==> config.mk <==
export PLATFORM = sky130hd
export DESIGN_NAME = muldiv_sequencer_flat
export DESIGN_NICKNAME = d
export VERILOG_FILES = /design/src/rtl/muldiv_sequencer_if.sv /design/src/rtl/muldiv_sequencer.sv /design/src/flat_wrapper.sv
export SDC_FILE = /design/constraint.sdc
export NUM_CORES = 1
export LEC_CHECK = 0
export CAP_MARGIN = 20
export CORE_UTILIZATION = 58
export CTS_CLUSTER_SIZE = 16
export DETAILED_ROUTE_END_ITERATION = 8
export GPL_TIMING_DRIVEN = 0
export PLACE_DENSITY = 0.87
export SYNTH_ARGS = -nofsm -noshare
export SYNTH_HDL_FRONTEND = slang
export SYNTH_SLANG_ARGS = --single-unit
export TNS_END_PERCENT = 30
==> constraint.sdc <==
create_clock -name clk -period 9.7 [get_ports clk]
set_clock_uncertainty 0.1 [all_clocks]
set_input_delay 1.455 -clock clk [delete_from_list [all_inputs] [get_ports clk]]
set_output_delay 1.455 -clock clk [all_outputs]
set_load 0.005 [all_outputs]
==> src/rtl/muldiv_sequencer_if.sv <==
// EX-stage request / HI-LO result bus of the multiply/divide sequencer.
// The pipeline drives the master side and the sequencer implements the slave side.
interface muldiv_sequencer_if #(
    parameter int XLEN = 32
);
    logic            valid;
    logic [5:0]      func;
    logic [XLEN-1:0] rs_data;
    logic [XLEN-1:0] rt_data;
    logic            flush;
    logic [XLEN-1:0] hi;
    logic [XLEN-1:0] lo;
    logic [XLEN-1:0] mf_data;
    logic            busy;
    logic            stall;
    logic            done;

    modport master (output valid, func, rs_data, rt_data, flush,
                    input  hi, lo, mf_data, busy, stall, done);
    modport slave  (input  valid, func, rs_data, rt_data, flush,
                    output hi, lo, mf_data, busy, stall, done);
endinterface

==> src/rtl/muldiv_sequencer.sv <==
// MIPS HI/LO sequencer: iterative shift-add multiply and restoring divide,
// MTHI/MTLO/MFHI/MFLO access, and a stall to the hazard unit while busy.
module muldiv_sequencer #(
    parameter int XLEN  = 32,
    parameter int CNT_W = 6
) (
    input  logic              clk,
    input  logic              rst_n,
    muldiv_sequencer_if.slave bus
);
    localparam logic [5:0] F_MFHI  = 6'h10;
    localparam logic [5:0] F_MTHI  = 6'h11;
    localparam logic [5:0] F_MFLO  = 6'h12;
    localparam logic [5:0] F_MTLO  = 6'h13;
    localparam logic [5:0] F_MULT  = 6'h18;
    localparam logic [5:0] F_MULTU = 6'h19;
    localparam logic [5:0] F_DIV   = 6'h1A;
    localparam logic [5:0] F_DIVU  = 6'h1B;

    localparam logic [XLEN-1:0]   ONE_X  = {{(XLEN-1){1'b0}}, 1'b1};
    localparam logic [2*XLEN-1:0] ONE_P  = {{(2*XLEN-1){1'b0}}, 1'b1};
    localparam logic [CNT_W-1:0]  ONE_C  = {{(CNT_W-1){1'b0}}, 1'b1};
    localparam logic [CNT_W-1:0]  ITER_C = CNT_W'(XLEN);

    typedef enum logic [1:0] {
        IDLE  = 2'd0,
        CALC  = 2'd1,
        FIXUP = 2'd2
    } state_t;

    function automatic logic is_start(input logic [5:0] f);
        is_start = (f == F_MULT) || (f == F_MULTU) || (f == F_DIV) || (f == F_DIVU);
    endfunction

    function automatic logic is_hilo(input logic [5:0] f);
        is_hilo = is_start(f) || (f == F_MFHI) || (f == F_MFLO) ||
                  (f == F_MTHI) || (f == F_MTLO);
    endfunction

    function automatic logic [XLEN-1:0] neg_x(input logic [XLEN-1:0] v);
        neg_x = ~v + ONE_X;
    endfunction

    function automatic logic [XLEN-1:0] mag(input logic [XLEN-1:0] v, input logic sgn);
        mag = (sgn && v[XLEN-1]) ? neg_x(v) : v;
    endfunction

    state_t           state_r;
    logic [XLEN-1:0]  hi_r, lo_r;
    logic [XLEN-1:0]  opa_r;      // multiplicand or divisor magnitude
    logic [XLEN-1:0]  acc_r;      // upper product half or partial remainder
    logic [XLEN-1:0]  shr_r;      // multiplier/lower product or dividend/quotient
    logic [XLEN-1:0]  rs_raw_r;
    logic [CNT_W-1:0] cnt_r;
    logic             is_div_r, neg_res_r, neg_rem_r, div0_r;
    logic             busy_r, done_r;

    logic             sgn_op_s, div_op_s;
    logic [XLEN:0]    mul_sum_s, div_shift_s;
    logic             div_ge_s;
    logic [XLEN-1:0]  acc_next_s, shr_next_s;
    logic [2*XLEN-1:0] prod_s;
    logic [XLEN-1:0]  hi_res_s, lo_res_s, mf_s;

    assign sgn_op_s = ~bus.func[0];
    assign div_op_s = bus.func[1];

    // One shift-add or restoring-divide step from the current datapath registers
    always_comb begin
        mul_sum_s   = {1'b0, acc_r} + (shr_r[0] ? {1'b0, opa_r} : {(XLEN+1){1'b0}});
        div_shift_s = {acc_r, shr_r[XLEN-1]};
        div_ge_s    = (div_shift_s >= {1'b0, opa_r});
        if (is_div_r) begin
            acc_next_s = div_ge_s ? XLEN'(div_shift_s - {1'b0, opa_r}) : div_shift_s[XLEN-1:0];
            shr_next_s = {shr_r[XLEN-2:0], div_ge_s};
        end else begin
            acc_next_s = mul_sum_s[XLEN:1];
            shr_next_s = {mul_sum_s[0], shr_r[XLEN-1:1]};
        end
    end

    // Sign fixup and divide-by-zero override of the final HI/LO values
    always_comb begin
        prod_s   = {acc_r, shr_r};
        hi_res_s = acc_r;
        lo_res_s = shr_r;
        if (div0_r) begin
            hi_res_s = rs_raw_r;
            lo_res_s = {XLEN{1'b1}};
        end else if (is_div_r) begin
            lo_res_s = neg_res_r ? neg_x(shr_r) : shr_r;
            hi_res_s = neg_rem_r ? neg_x(acc_r) : acc_r;
        end else begin
            prod_s   = neg_res_r ? (~{acc_r, shr_r} + ONE_P) : {acc_r, shr_r};
            hi_res_s = prod_s[2*XLEN-1:XLEN];
            lo_res_s = prod_s[XLEN-1:0];
        end
    end

    // MFHI/MFLO read port straight off the architectural registers
    always_comb begin
        mf_s = {XLEN{1'b0}};
        case (bus.func)
            F_MFHI:  mf_s = hi_r;
            F_MFLO:  mf_s = lo_r;
            default: mf_s = {XLEN{1'b0}};
        endcase
    end

    assign bus.hi      = hi_r;
    assign bus.lo      = lo_r;
    assign bus.busy    = busy_r;
    assign bus.done    = done_r;
    assign bus.mf_data = mf_s;
    assign bus.stall   = busy_r & bus.valid & is_hilo(bus.func);

    // Sequencer FSM with HI/LO, datapath and status registers
    always_ff @(posedge clk or negedge rst_n) begin
        if (!rst_n) begin
            state_r   <= IDLE;
            hi_r      <= {XLEN{1'b0}};
            lo_r      <= {XLEN{1'b0}};
            opa_r     <= {XLEN{1'b0}};
            acc_r     <= {XLEN{1'b0}};
            shr_r     <= {XLEN{1'b0}};
            rs_raw_r  <= {XLEN{1'b0}};
            cnt_r     <= {CNT_W{1'b0}};
            is_div_r  <= 1'b0;
            neg_res_r <= 1'b0;
            neg_rem_r <= 1'b0;
            div0_r    <= 1'b0;
            busy_r    <= 1'b0;
            done_r    <= 1'b0;
        end else begin
            done_r <= 1'b0;
            case (state_r)
                IDLE: begin
                    // A flushed instruction is squashed, whatever its kind
                    if (bus.valid && !bus.flush && is_start(bus.func)) begin
                        opa_r     <= div_op_s ? mag(bus.rt_data, sgn_op_s) : mag(bus.rs_data, sgn_op_s);
                        shr_r     <= div_op_s ? mag(bus.rs_data, sgn_op_s) : mag(bus.rt_data, sgn_op_s);
                        acc_r     <= {XLEN{1'b0}};
                        rs_raw_r  <= bus.rs_data;
                        is_div_r  <= div_op_s;
                        neg_res_r <= sgn_op_s & (bus.rs_data[XLEN-1] ^ bus.rt_data[XLEN-1]);
                        neg_rem_r <= sgn_op_s & div_op_s & bus.rs_data[XLEN-1];
                        div0_r    <= div_op_s & (bus.rt_data == {XLEN{1'b0}});
                        cnt_r     <= ITER_C;
                        busy_r    <= 1'b1;
                        state_r   <= CALC;
                    end else if (bus.valid && !bus.flush && (bus.func == F_MTHI)) begin
                        hi_r <= bus.rs_data;
                    end else if (bus.valid && !bus.flush && (bus.func == F_MTLO)) begin
                        lo_r <= bus.rs_data;
                    end else begin
                        state_r <= IDLE;
                    end
                end
                CALC: begin
                    if (bus.flush) begin
                        busy_r  <= 1'b0;
                        state_r <= IDLE;
                    end else begin
                        acc_r <= acc_next_s;
                        shr_r <= shr_next_s;
                        cnt_r <= cnt_r - ONE_C;
                        if (cnt_r == ONE_C) begin
                            state_r <= FIXUP;
                        end else begin
                            state_r <= CALC;
                        end
                    end
                end
                FIXUP: begin
                    if (bus.flush) begin
                        busy_r  <= 1'b0;
                        state_r <= IDLE;
                    end else begin
                        hi_r    <= hi_res_s;
                        lo_r    <= lo_res_s;
                        done_r  <= 1'b1;
                        busy_r  <= 1'b0;
                        state_r <= IDLE;
                    end
                end
                default: begin
                    busy_r  <= 1'b0;
                    state_r <= IDLE;
                end
            endcase
        end
    end
endmodule

==> src/flat_wrapper.sv <==
// flat-port wrapper written by rule: the top's interface ports become plain ports
module muldiv_sequencer_flat 
#(
    parameter int XLEN  = 32,
    parameter int CNT_W = 6
)
  (clk, rst_n, bus_valid, bus_func, bus_rs_data, bus_rt_data, bus_flush, bus_hi, bus_lo, bus_mf_data, bus_busy, bus_stall, bus_done);
  muldiv_sequencer_if #(.XLEN(XLEN)) bus_i ();
  input  logic clk;
  input  logic rst_n;
  input wire logic [$bits(bus_i.valid)-1:0] bus_valid;
  input wire logic [$bits(bus_i.func)-1:0] bus_func;
  input wire logic [$bits(bus_i.rs_data)-1:0] bus_rs_data;
  input wire logic [$bits(bus_i.rt_data)-1:0] bus_rt_data;
  input wire logic [$bits(bus_i.flush)-1:0] bus_flush;
  output wire logic [$bits(bus_i.hi)-1:0] bus_hi;
  output wire logic [$bits(bus_i.lo)-1:0] bus_lo;
  output wire logic [$bits(bus_i.mf_data)-1:0] bus_mf_data;
  output wire logic [$bits(bus_i.busy)-1:0] bus_busy;
  output wire logic [$bits(bus_i.stall)-1:0] bus_stall;
  output wire logic [$bits(bus_i.done)-1:0] bus_done;
  assign bus_i.valid = bus_valid;
  assign bus_i.func = bus_func;
  assign bus_i.rs_data = bus_rs_data;
  assign bus_i.rt_data = bus_rt_data;
  assign bus_i.flush = bus_flush;
  assign bus_hi = bus_i.hi;
  assign bus_lo = bus_i.lo;
  assign bus_mf_data = bus_i.mf_data;
  assign bus_busy = bus_i.busy;
  assign bus_stall = bus_i.stall;
  assign bus_done = bus_i.done;
  muldiv_sequencer #(.XLEN(XLEN), .CNT_W(CNT_W)) u_core (.clk(clk), .rst_n(rst_n), .bus(bus_i));
endmodule
==> flow_summary.toml <==
[global_route]
grt_max_degree = 108
antenna_found_initial = 5
grt_pass1_wl_mm = 109
grt.total_usage_pct = 47.0
overflow = 0
first_global_vias = 18200

[worst_setup_path]
critPathKind = "in2out"
r2r-end = "u_core.acc_r[29]$_DFFE_PN0P_"
crit_fanout = 10
required_ns = 8.15
cp-end-kind = "primary output"
rr_worst_depth = 13
cp-start-kind = "input port"
reg2reg_slack_ns = 4.94
r2r-start = "u_core.shr_r[0]$_DFFE_PN0P_"
worst-endpoint-arrival_ns = 4.39

[power_and_ir_drop]
clkPwrFrac_pct = 19.7
p_int_w = 0.00276
p_switching_w = 0.00249
power_density_mw_per_mm2 = 257
switching_share_pct = 47.4
leakage_nw = 8.74
p_comb_share_pct = 54.6
power_frac_seq_pct = 25.7
peakVddDrop_uv = 211
power_w = 0.00524

[clock_tree]
cts_resized = 0
root_buffer = "clkbuf_16"
cts_hold_buf = 0
cts_tree = "built"
cts_buffers = 25
clkSlewWorstSetupHoldPaths_ns = 0.06
h-tree-depth = 1
cts.sinks = 206
clkLatencyLatePin_ns = 0.55
post-cts-setup-buffers = 0
clock_path_buffers = 3

[layout]
n_antenna_cell = 0
final_cell_area_mm2 = 0.0204
regArea_mm2 = 0.00515
multi_input_area_mm2 = 0.0113
drive_above_1_share_pct = 3.33
fillerInstances = 2425
area_growth_pct = 17.6
nets = 2589

[logic_synthesis]
synthAdderAreaFrac_pct = 5.28
ys.flop_type = "dfrtp_1"
synth_top_family_by_area = "compound AO/OA/AOI/OAI gates"
ys_types = 83
synth.avg_cell_area_um2 = 7.71
synth.largest_area_cell = "dfrtp_1"
synthTopCellsByArea = "dfrtp_1 30%, nand2_1 6.3%, a21oi_1 5.7%"
ys_seq_area_share_pct = 29.7
syn_nets = 2396
synth-edff-count = 0
netlist_area_mm2 = 0.0173
synth_cells = 2250
async_reset_ff_share_pct = 100
synthMuxAreaShare_pct = 5.98
synth-compound-area-share_pct = 24.0
synth_simple_gate_area_share_pct = 21.2
synthXorXnorAreaFrac_pct = 8.94
yosys_warnings = 0
synth-seq-cells = 206
synth.top_cell.area_share_pct = 29.7

[job]
max_cap_viol_count = 0

[place]
dp_slack_ns = 4.02
port_buffers = 164
postPlaceCellArea_mm2 = 0.0195
hpwl_mm = 57.3
gp_congestion = 1.06

[sta]
tightest_slew_ns = 1.10
relSlewSlack_pct = 26.8
finalCriticalPeriod_ns = 5.94
drv_slew = 0
layout_setup_ws_ns = 3.76
rsz0062_at_grt = "false"
finalSetupViolCount = 0
setup_tns_ns = 0
max_freq_ghz = 0.168
period_share_pct = 61.3
hold_violations = 0

[routing]
vias = 19600
totalWireLength_mm = 73.4
vias_per_cell = 6.88
wire_per_inst_um = 25.8
drt_iter0_markers = 3051
drc = 0
ant_nets = 0
dr.pass1.iters = 7

[hold_path]
holdCritPathClass = "reg2reg"
hold_depth = 2
worstHoldEndpoint = "u_core.rs_raw_r[13]$_DFFE_PN0P_"
hold_start = "u_core.rs_raw_r[13]$_DFFE_PN0P_"

[floorplanning]
core_region_area_mm2 = 0.0291
fp.dieW_um = 175
num_rows = 62
io_pins = 173
die_h_um = 175
die_area_mm2 = 0.0306
initial_core_util_pct = 59.6

[run_status]
outcome = "finished, final reports clean"
[state kept, by name, summed over array words and instances, names as in the netlist]
register          count
u_core.cnt_r          6
u_core.shr_r         32
u_core.opa_r         32
u_core.rs_raw_r      32
u_core.is_div_r       1
u_core.neg_rem_r      1
u_core.neg_res_r      1
u_core.acc_r         32
u_core.div0_r         1
u_core.bus.busy       1
u_core.bus.lo        32
u_core.state_r        2
u_core.bus.hi        32
u_core.bus.done       1
[worst max-delay path: stages]
cell             delay, ns
clkbuf_1              0.46
clkbuf_1              0.63
clkbuf_1              0.88
mux2i_1               0.23
nor2_1                0.18
clkdlybuf4s50_1       0.54
[area by class of cell]
class | count | area share, %
plain buffers | 152 | 2.86
multi-input cells | 1821 | 55.6
clock inverters | 13 | 0.994
well taps | 384 | 2.36
repair buffers | 166 | 8.24
flip-flops and latches | 206 | 25.3
clock buffers | 32 | 3.35
inverters | 71 | 1.31
[placed cells by master (no fill, tap or decap), drive strengths merged, types with 23 or more instances in the layout]
| cell type | n |
|---|---|
| mux2i | 98 |
| o31ai | 29 |
| a21oi | 199 |
| ha | 70 |
| o22ai | 35 |
| nand3 | 33 |
| nand2b | 28 |
| xnor2 | 108 |
| dfrtp | 206 |
| o211ai | 23 |
| a21o | 28 |
| xor2 | 69 |
| buf | 24 |
| o21ai | 206 |
| inv | 73 |
| nor2 | 231 |
| clkbuf | 163 |
| nand2 | 289 |
| nor3 | 55 |
| clkdlybuf4s50 | 163 |
| or3 | 35 |
[synth_stat cells, drive strengths merged, types with 29 or more instances]
master / instances
o21ai: 206
ha: 70
a21oi: 199
o22ai: 35
xor2: 69
clkbuf: 131
or3: 35
nand3: 33
o31ai: 29
nor3: 55
inv: 71
nor2: 231
nand2: 289
dfrtp: 206
xnor2: 108
mux2i: 98
[power by group through the flow]
| stage | registers, W | clock network [W] | logic, W |
|---|---|---|---|
| 3_3_place_gp | 0.00133 | 0 | 0.00269 |
| 5_1_grt | 0.00135 | 0.00105 | 0.00307 |
| 3_5_place_dp | 0.00133 | 0 | 0.00273 |
| 2_1_floorplan | 0.00123 | 0 | 0.00191 |
| 6_report | 0.00135 | 0.00103 | 0.00286 |
| 4_1_cts | 0.00132 | 0.00102 | 0.00275 |
[per-layer routing]
layer | global-route usage (%) | routed length, um | share of wire, %
met5 | 0 | 27 | 0.037
met4 | 26.3 | 4820 | 6.6
met1 | 63.2 | 27500 | 37
met3 | 11.6 | 10600 | 14
met2 | 69.0 | 30500 | 42
[metrics by stage]
stage               std cells  hold WS (ns)  util (%)
finish                   2845         0.359      70.1
global route             2845         0.388      70.1
CTS                      2844         0.361      70.1
detailed placement       2799         0.347      67.0
global placement         2798         0.346      66.9
floorplan                2250         0.330         -
[cells by family (layout without fill, tap and decap cells)]
family          after synthesis  in the layout
simple gates                793            793
compound gates              676            676
buf+inv                     223            434
flops                       206            206
xor+xnor                    177            177
mux                         103            103
fa+ha+maj                    72             72
[worst max-delay path by stage]
stage,startpoint,to,cells past startpoint
after global routing,bus_func[1],bus_mf_data[5],6
after floorplan,bus_func[1],bus_mf_data[10],5
after global placement,rst_n,u_core.cnt_r[4]$_DFFE_PN0P_,1
after detailed placement,bus_func[1],bus_mf_data[5],6
after CTS,bus_func[1],bus_mf_data[5],6
final,bus_func[1],bus_mf_data[5],6
(Power assumes the default switching activity.)
